==> config.mk <==
export PLATFORM = sky130hd
export DESIGN_NAME = alu_iter
export DESIGN_NICKNAME = d
export VERILOG_FILES = /design/src/rtl/alu_iter.sv
export SDC_FILE = /design/constraint.sdc
export NUM_CORES = 1
export LEC_CHECK = 0
export CAP_MARGIN = 0
export CORE_ASPECT_RATIO = 1.4
export CORE_UTILIZATION = 40
export CTS_CLUSTER_SIZE = 30
export DETAILED_ROUTE_END_ITERATION = 7
export GPL_TIMING_DRIVEN = 0
export REMOVE_ABC_BUFFERS = 1
export SLEW_MARGIN = 20
export SYNTH_ARGS = -nofsm -noshare
export SYNTH_HDL_FRONTEND = slang
export SYNTH_SLANG_ARGS = --single-unit
==> constraint.sdc <==
create_clock -name clk -period 3.4 [get_ports clk]
set_input_delay 0.68 -clock clk [delete_from_list [all_inputs] [get_ports clk]]
set_output_delay 0.68 -clock clk [all_outputs]
set_load 0.02 [all_outputs]
==> src/rtl/alu_iter.sv <==
// Per-thread ALU: single-cycle ADD/SUB/MUL/CMP plus an iterative restoring
// divider (DIV/REM) behind a start/done handshake with enable-driven stall.
module alu_iter #(
    parameter  int DATA_WIDTH = 8,
    localparam int CNT_WIDTH  = $clog2(DATA_WIDTH + 1)
) (
    input  logic                  clk,
    input  logic                  reset,
    input  logic                  enable,
    input  logic                  start,
    input  logic [2:0]            op,
    input  logic                  cmp_signed,
    input  logic [DATA_WIDTH-1:0] rs,
    input  logic [DATA_WIDTH-1:0] rt,
    output logic                  busy,
    output logic                  done,
    output logic                  div_by_zero,
    output logic [DATA_WIDTH-1:0] alu_out
);
    localparam logic [2:0] OP_ADD = 3'd0;
    localparam logic [2:0] OP_SUB = 3'd1;
    localparam logic [2:0] OP_MUL = 3'd2;
    localparam logic [2:0] OP_DIV = 3'd3;
    localparam logic [2:0] OP_REM = 3'd4;
    localparam logic [2:0] OP_CMP = 3'd5;

    typedef enum logic {IDLE, DIVIDE} state_t;

    state_t                  state_q, state_d;
    logic [DATA_WIDTH-1:0]   alu_out_q, alu_out_d;
    logic                    done_q, done_d;
    logic                    dbz_q, dbz_d;
    logic [DATA_WIDTH-1:0]   quot_q, quot_d;
    logic [DATA_WIDTH-1:0]   rem_q, rem_d;
    logic [DATA_WIDTH-1:0]   divisor_q, divisor_d;
    logic [CNT_WIDTH-1:0]    cnt_q, cnt_d;
    logic                    is_rem_q, is_rem_d;

    logic [DATA_WIDTH:0]     rem_shift;
    logic [DATA_WIDTH:0]     rem_sub;
    logic [DATA_WIDTH-1:0]   step_rem;
    logic [DATA_WIDTH-1:0]   step_quot;
    logic                    cmp_lt, cmp_eq, cmp_gt;

    // One restoring step: shift in the next dividend bit, subtract if it fits.
    always_comb begin
        rem_shift = {rem_q, quot_q[DATA_WIDTH-1]};
        rem_sub   = rem_shift - {1'b0, divisor_q};
        if (!rem_sub[DATA_WIDTH]) begin
            step_rem  = rem_sub[DATA_WIDTH-1:0];
            step_quot = {quot_q[DATA_WIDTH-2:0], 1'b1};
        end else begin
            step_rem  = rem_shift[DATA_WIDTH-1:0];
            step_quot = {quot_q[DATA_WIDTH-2:0], 1'b0};
        end
    end

    always_comb begin
        cmp_eq = (rs == rt);
        if (cmp_signed) begin
            cmp_lt = ($signed(rs) < $signed(rt));
        end else begin
            cmp_lt = (rs < rt);
        end
        cmp_gt = !cmp_eq && !cmp_lt;
    end

    always_comb begin
        state_d   = state_q;
        alu_out_d = alu_out_q;
        done_d    = 1'b0;
        dbz_d     = dbz_q;
        quot_d    = quot_q;
        rem_d     = rem_q;
        divisor_d = divisor_q;
        cnt_d     = cnt_q;
        is_rem_d  = is_rem_q;
        if (enable) begin
            case (state_q)
                IDLE: begin
                    if (start) begin
                        done_d = 1'b1;
                        dbz_d  = 1'b0;
                        case (op)
                            OP_ADD: alu_out_d = rs + rt;
                            OP_SUB: alu_out_d = rs - rt;
                            OP_MUL: alu_out_d = rs * rt;
                            OP_DIV, OP_REM: begin
                                if (rt == '0) begin
                                    alu_out_d = (op == OP_DIV) ? '1 : rs;
                                    dbz_d     = 1'b1;
                                end else begin
                                    done_d    = 1'b0;
                                    dbz_d     = dbz_q;
                                    quot_d    = rs;
                                    rem_d     = '0;
                                    divisor_d = rt;
                                    cnt_d     = CNT_WIDTH'(DATA_WIDTH);
                                    is_rem_d  = (op == OP_REM);
                                    state_d   = DIVIDE;
                                end
                            end
                            OP_CMP: begin
                                alu_out_d      = '0;
                                alu_out_d[2:0] = {cmp_gt, cmp_eq, cmp_lt};
                            end
                            default: alu_out_d = '0;
                        endcase
                    end
                end
                DIVIDE: begin
                    quot_d = step_quot;
                    rem_d  = step_rem;
                    cnt_d  = cnt_q - 1'b1;
                    if (cnt_q == CNT_WIDTH'(1)) begin
                        alu_out_d = is_rem_q ? step_rem : step_quot;
                        done_d    = 1'b1;
                        dbz_d     = 1'b0;
                        state_d   = IDLE;
                    end
                end
                default: state_d = IDLE;
            endcase
        end
    end

    always_ff @(posedge clk or negedge reset) begin
        if (!reset) begin
            state_q   <= IDLE;
            alu_out_q <= '0;
            done_q    <= 1'b0;
            dbz_q     <= 1'b0;
            quot_q    <= '0;
            rem_q     <= '0;
            divisor_q <= '0;
            cnt_q     <= '0;
            is_rem_q  <= 1'b0;
        end else begin
            state_q   <= state_d;
            alu_out_q <= alu_out_d;
            done_q    <= done_d;
            dbz_q     <= dbz_d;
            quot_q    <= quot_d;
            rem_q     <= rem_d;
            divisor_q <= divisor_d;
            cnt_q     <= cnt_d;
            is_rem_q  <= is_rem_d;
        end
    end

    assign busy        = (state_q == DIVIDE);
    assign done        = done_q & enable;
    assign div_by_zero = dbz_q;
    assign alu_out     = alu_out_q;
endmodule

; ---- Word level (Yosys, flattened, before mapping)
; Index checks and enable logic that the tools add are counted.
[op_classes]
add_sub_neg = 4
multipliers = 1
magnitude_cmp = 2
eq_ne = 12
muxes = 38
bitwise = 3
reduce_logical = 9
[op_table]
columns = cell, n
row1 = 8-bit two-way mux, 12
row2 = 8-bit one-hot mux with 2 select lines, 3
row3 = 8-bit one-hot mux with 5 select lines, 1
row4 = 8-bit < comparator, 2
row5 = 1-bit two-way mux, 15
row6 = 4-bit two-way mux, 3
row7 = 9-bit by 8-bit subtractor with 9-bit output, 1
row8 = 8-bit adder, 1
row9 = 8-bit == test, 1
row10 = 8-bit logical NOT, 1
row11 = 8-bit by 8-bit multiplier with 8-bit output, 1
row12 = 4-bit one-hot mux with 2 select lines, 1
row13 = 4-bit AND reduction, 2
row14 = 8-bit subtractor, 1
row15 = "3-bit by 2-bit == test with 1-bit output, second input constant", 2
row16 = "3-bit == test, second input constant", 2
row17 = 1-bit one-hot mux with 2 select lines, 3
row18 = 5-bit AND reduction, 1
row19 = "4-bit by 1-bit == test with 1-bit output, second input constant", 1
row20 = "2-bit by 1-bit != test with 1-bit output, second input constant", 2
row21 = "2-bit != test, second input constant", 2
row22 = "4-bit by 1-bit subtractor with 4-bit output, second input constant", 1
row23 = "3-bit by 1-bit == test with 1-bit output, second input constant", 1
row24 = 3-bit logical NOT, 1
row25 = 6 further kinds, 8
[totals]
ff_bits = 40

; ---- Logic depth before layout (Yosys ltp)
[logic_depth]
ltp_word = 7
mapped_depth = 17

; ---- Worst setup path after synthesis
; OpenSTA, ideal clock, no wires.
[synth_path]
kind = input to register
startpoint = input rs[3]
endpoint = register alu_out_q[7] (netlist: alu_out[7])
setup_time_ns = 0.129
t_arrival_ns = 4.475
required_ns = 3.271
setup_slack_ns = -1.204
stages = 16
cell_sequence = ha_1 > inv_1 > fa_1 > inv_1 > ha_1 > fa_1 > inv_1 > fa_1 > inv_1 > ha_1 > a21oi_1 > xnor3_1 > xnor3_1 > o21ai_0 > a211oi_1 > a2111o_1
[synth_via]
elab_chain_len = 4
[synth_rtl]
columns = element, line
row1 = start: declaration, 13  ; input logic [DATA_WIDTH-1:0] rs,
row2 = 8-bit by 8-bit multiplier with 8-bit output (tied with other cells), 87  ; OP_MUL: alu_out_d = rs * rt;
row3 = 8-bit one-hot mux with 5 select lines *, 84  ; case (op)
row4 = 8-bit two-way mux *, 81  ; if (start) begin
row5 = 8-bit one-hot mux with 2 select lines *, 79  ; case (state_q)
row6 = end signal: assignment, 140  ; alu_out_q <= alu_out_d;
row7 = end: declaration, 30  ; logic [DATA_WIDTH-1:0] alu_out_q, alu_out_d;
; Every way passes the cells marked *; elsewhere a longest branch is shown, timed or not. The select of a mux whose other input is x is not followed.
; A chain may end at the register's enable or synchronous reset.

; ---- Worst setup path in the final report
[layout_path]
startpoint = input rt[2]
endpoint = register alu_out_q[7] (netlist: alu_out[7])
[layout_via]
elab_chain_len = 4
[layout_rtl]
columns = element, line
row1 = start: declaration, 14  ; input logic [DATA_WIDTH-1:0] rt,
row2 = 8-bit by 8-bit multiplier with 8-bit output (tied with other cells), 87
row3 = 8-bit one-hot mux with 5 select lines, 84
row4 = 8-bit two-way mux, 81
row5 = 8-bit one-hot mux with 2 select lines, 79
; Several ways; a longest one is shown, not always the timed one. The select of a mux whose other input is x is not followed.

==> impl_metrics.ini <==
[synthesis]
synth_cell_types = 64
async_flop_share = 1.00
avgSynthCellArea_um2 = 8.45
synth_area_leaders = dfrtp_1 (24%), ha_1 (13%), fa_1 (7.3%)
ys_seq_area_frac = 0.244
ys_top_cells_by_count = nand2_1 (62), inv_1 (54), o21ai_0 (42)
synth_edf_count = 0
yosysMostFrequentCell = nand2_1
yosys.area.top_type = dfrtp_1
synth_ff_type = dfrtp_1
yosys_warnings = 0
synth_cells = 485
synth-seq-cells = 40
syn_area_mm2 = 0.00410
synth_top_area_frac = 0.244

[critical_path]
path_cells = buf_12 -> nand2_4 -> fa_2 -> fa_1 -> inv_2 -> fa_1 -> inv_1 -> fa_1 -> inv_2 -> ha_4 -> a21oi_2 -> xnor3_1 -> xnor3_1 -> o21ai_2 -> a211oi_2 -> a2111o_1
crit_family = adder cells
worst_path_largest_cell_delay_ns = 0.55
reg2regPathDepth = 12
arrival_ns = 4.25
regToRegSetupSlack_ns = 0.24
path_class = in2reg
cp.required_ns = 3.56
cp_num_buf_inv = 4
rr_endpoint = alu_out[1]
end_kind = flip-flop
crit_path_max_fanout = 6
crit_path_frequent_cell = fa_1
rr_startpoint = quot_q[7]
start_kind = input pin
crit_slowest_cell = fa_1

[global_route]
grt_max_degree = 29
grt_usage = 0.218
grt_pass1_vias = 3531
grt.overflow.total = 0
grt_pass1_wl_um = 17800
antenna_found_initial = 0

[placement]
postPlaceCellArea_mm2 = 0.00456
globalplace.congestion = 0.904
dp_hpwl_um = 8370
placed_cells = 636
io_buffers = 34

[detailed_routing]
routedWlPerCell_um = 16.6
postRouteAntennaNets = 0
via_per_inst = 5.39
wl_um = 10900
drt_iter0_markers = 175
drc = 0
num_vias = 3544
first_pass_iters = 4

[clocking]
cts-root-buf = clkbuf_16
clock_latency_ns = 0.28
cts.path.max_buffers = 2
htreeDepth = 2
clkTransAtPathRegs_ns = 0.06
clock-sinks = 40
cts_buffers = 5
cts_tree = built

[layout]
diodes = 0
nNetsFinal = 601
n_fill_cell = 960
stdcell_area_mm2 = 0.00498
stdcell_count = 657
drive_above_1_share = 0.149
syn_to_final_growth_pct = 21.5
regArea_mm2 = 0.00100
multi_input_area_mm2 = 0.00296

[floorplanning]
die_y_um = 122
initial_core_util = 0.412
pin_count = 35
die_area_mm2 = 0.0107
die_w_um = 87.5
core_area_mm2 = 0.00995
rows = 43

[status]
outcome = finished with violations
violations = setup timing

[sta]
worst_slew_pin_slew_ns = 0.911
fin_ws_ns = -0.688
relSlewSlack = 0.384
rsz0062_at_grt = yes
fmax_mhz = 245
setup_viol = 4
finClkSkew_ns = 0.00570
layout_min_cycle_time_ns = 4.09
slew_violations = 0
fin_crit_sh = 1.20
hold_viol = 0
hold_slack_ns = 0.347

[pwr]
ir_worst_vdd_mv = 0.256
power.density_mw_per_mm2 = 645
total_power_mw = 3.21
cellLeakagePower_nw = 2.28

[min_path]
hp-class = in2async

[job]
drv_cap = 0
[power breakdown]
group,internal (mW),switching [mW],total (mW)
Clock,0.292,0.177,0.469
Sequential,0.657,0.169,0.826
Combinational,0.941,0.971,1.91
Total,1.89,1.32,3.21
[sequential cells by signal, indices dropped and copies added, names as in the netlist]
register     count
cnt_q            4
rem_q            8
done_q           1
alu_out          8
busy             1
divisor_q        8
is_rem_q         1
quot_q           8
div_by_zero      1
[how the worst max path moves through the flow]
stage          cells after the start         end  startpoint
2_1_floorplan                     16  alu_out[7]       rs[3]
4_1_cts                           16  alu_out[7]       rt[2]
3_5_place_dp                      16  alu_out[7]       rs[1]
3_3_place_gp                      16  alu_out[7]       rs[1]
6_report                          16  alu_out[7]       rt[2]
5_1_grt                           16  alu_out[7]       rt[2]
[area by class of cell]
cell class / count / area share
multi-input cells: 371 / 0.594
well taps: 135 / 0.0339
flip-flops and latches: 40 / 0.201
repair buffers: 48 / 0.0991
inverters: 55 / 0.0420
clock buffers: 8 / 0.0294
[layout by cell type, fill, tap and decap left out, types with 16 or more instances in the layout]
| cell | Yosys | final |
|---|---|---|
| clkdlybuf4s50_1 | 0 | 19 |
| a21oi_1 | 20 | 18 |
| nand2_1 | 62 | 58 |
| dfrtp_1 | 40 | 40 |
| o21ai_0 | 42 | 39 |
| nor2_1 | 24 | 23 |
| inv_1 | 54 | 45 |
| ha_1 | 41 | 34 |
| xnor2_1 | 17 | 16 |
[timing repair]
action,4_1_cts,5_1_grt
endpoints found under the hold margin,0,0
buffers inserted,8,4
pin swaps,26,5
endpoints found under the setup margin,5,16
hold buffers,0,0
gates resized for setup,114,5
gates cloned,0,1
[worst register-to-register path: stages, from the launching register on]
cell	delay, ns
dfrtp_1	0.41
inv_1	0.09
ha_1	0.14
inv_1	0.06
fa_1	0.41
a21oi_1	0.23
o21ai_1	0.14
and4_1	0.22
a311oi_4	0.36
buf_4	0.25
mux2_2	0.37
o2111ai_1	0.18
o211ai_1	0.12
[stage by stage]
stage	utilization	setup TNS, ns	setup WS, ns
global route	0.500	-1.82	-0.824
finish	0.500	-1.32	-0.688
CTS	0.495	-1.37	-0.670
detailed placement	0.458	-8.61	-2.44
floorplan	-	-2.41	-1.20
global placement	0.453	-22.79	-2.40
[cell families (layout without fill, tap and decap cells)]
| group | Yosys count | in the layout | share of synthesized area |
|---|---|---|---|
| muxes | 18 | 18 | 0.0449 |
| buffers and inverters | 75 | 111 | 0.0751 |
| and+or+nand+nor | 149 | 150 | 0.180 |
| DFF | 40 | 40 | 0.244 |
| adders and majority gates | 56 | 56 | 0.199 |
| xor gates and xnor gates | 27 | 27 | 0.0644 |
| AOI/OAI and AO/OA | 120 | 120 | 0.192 |
[layer usage]
layer	vias up	track usage	routed length [um]
met5	-	0	0
met4	0	0.0932	404
met3	21	0.0115	238
met2	73	0.405	5830
met1	1705	0.256	4410
li1	1745	-	-
(Power assumes the default switching activity.)
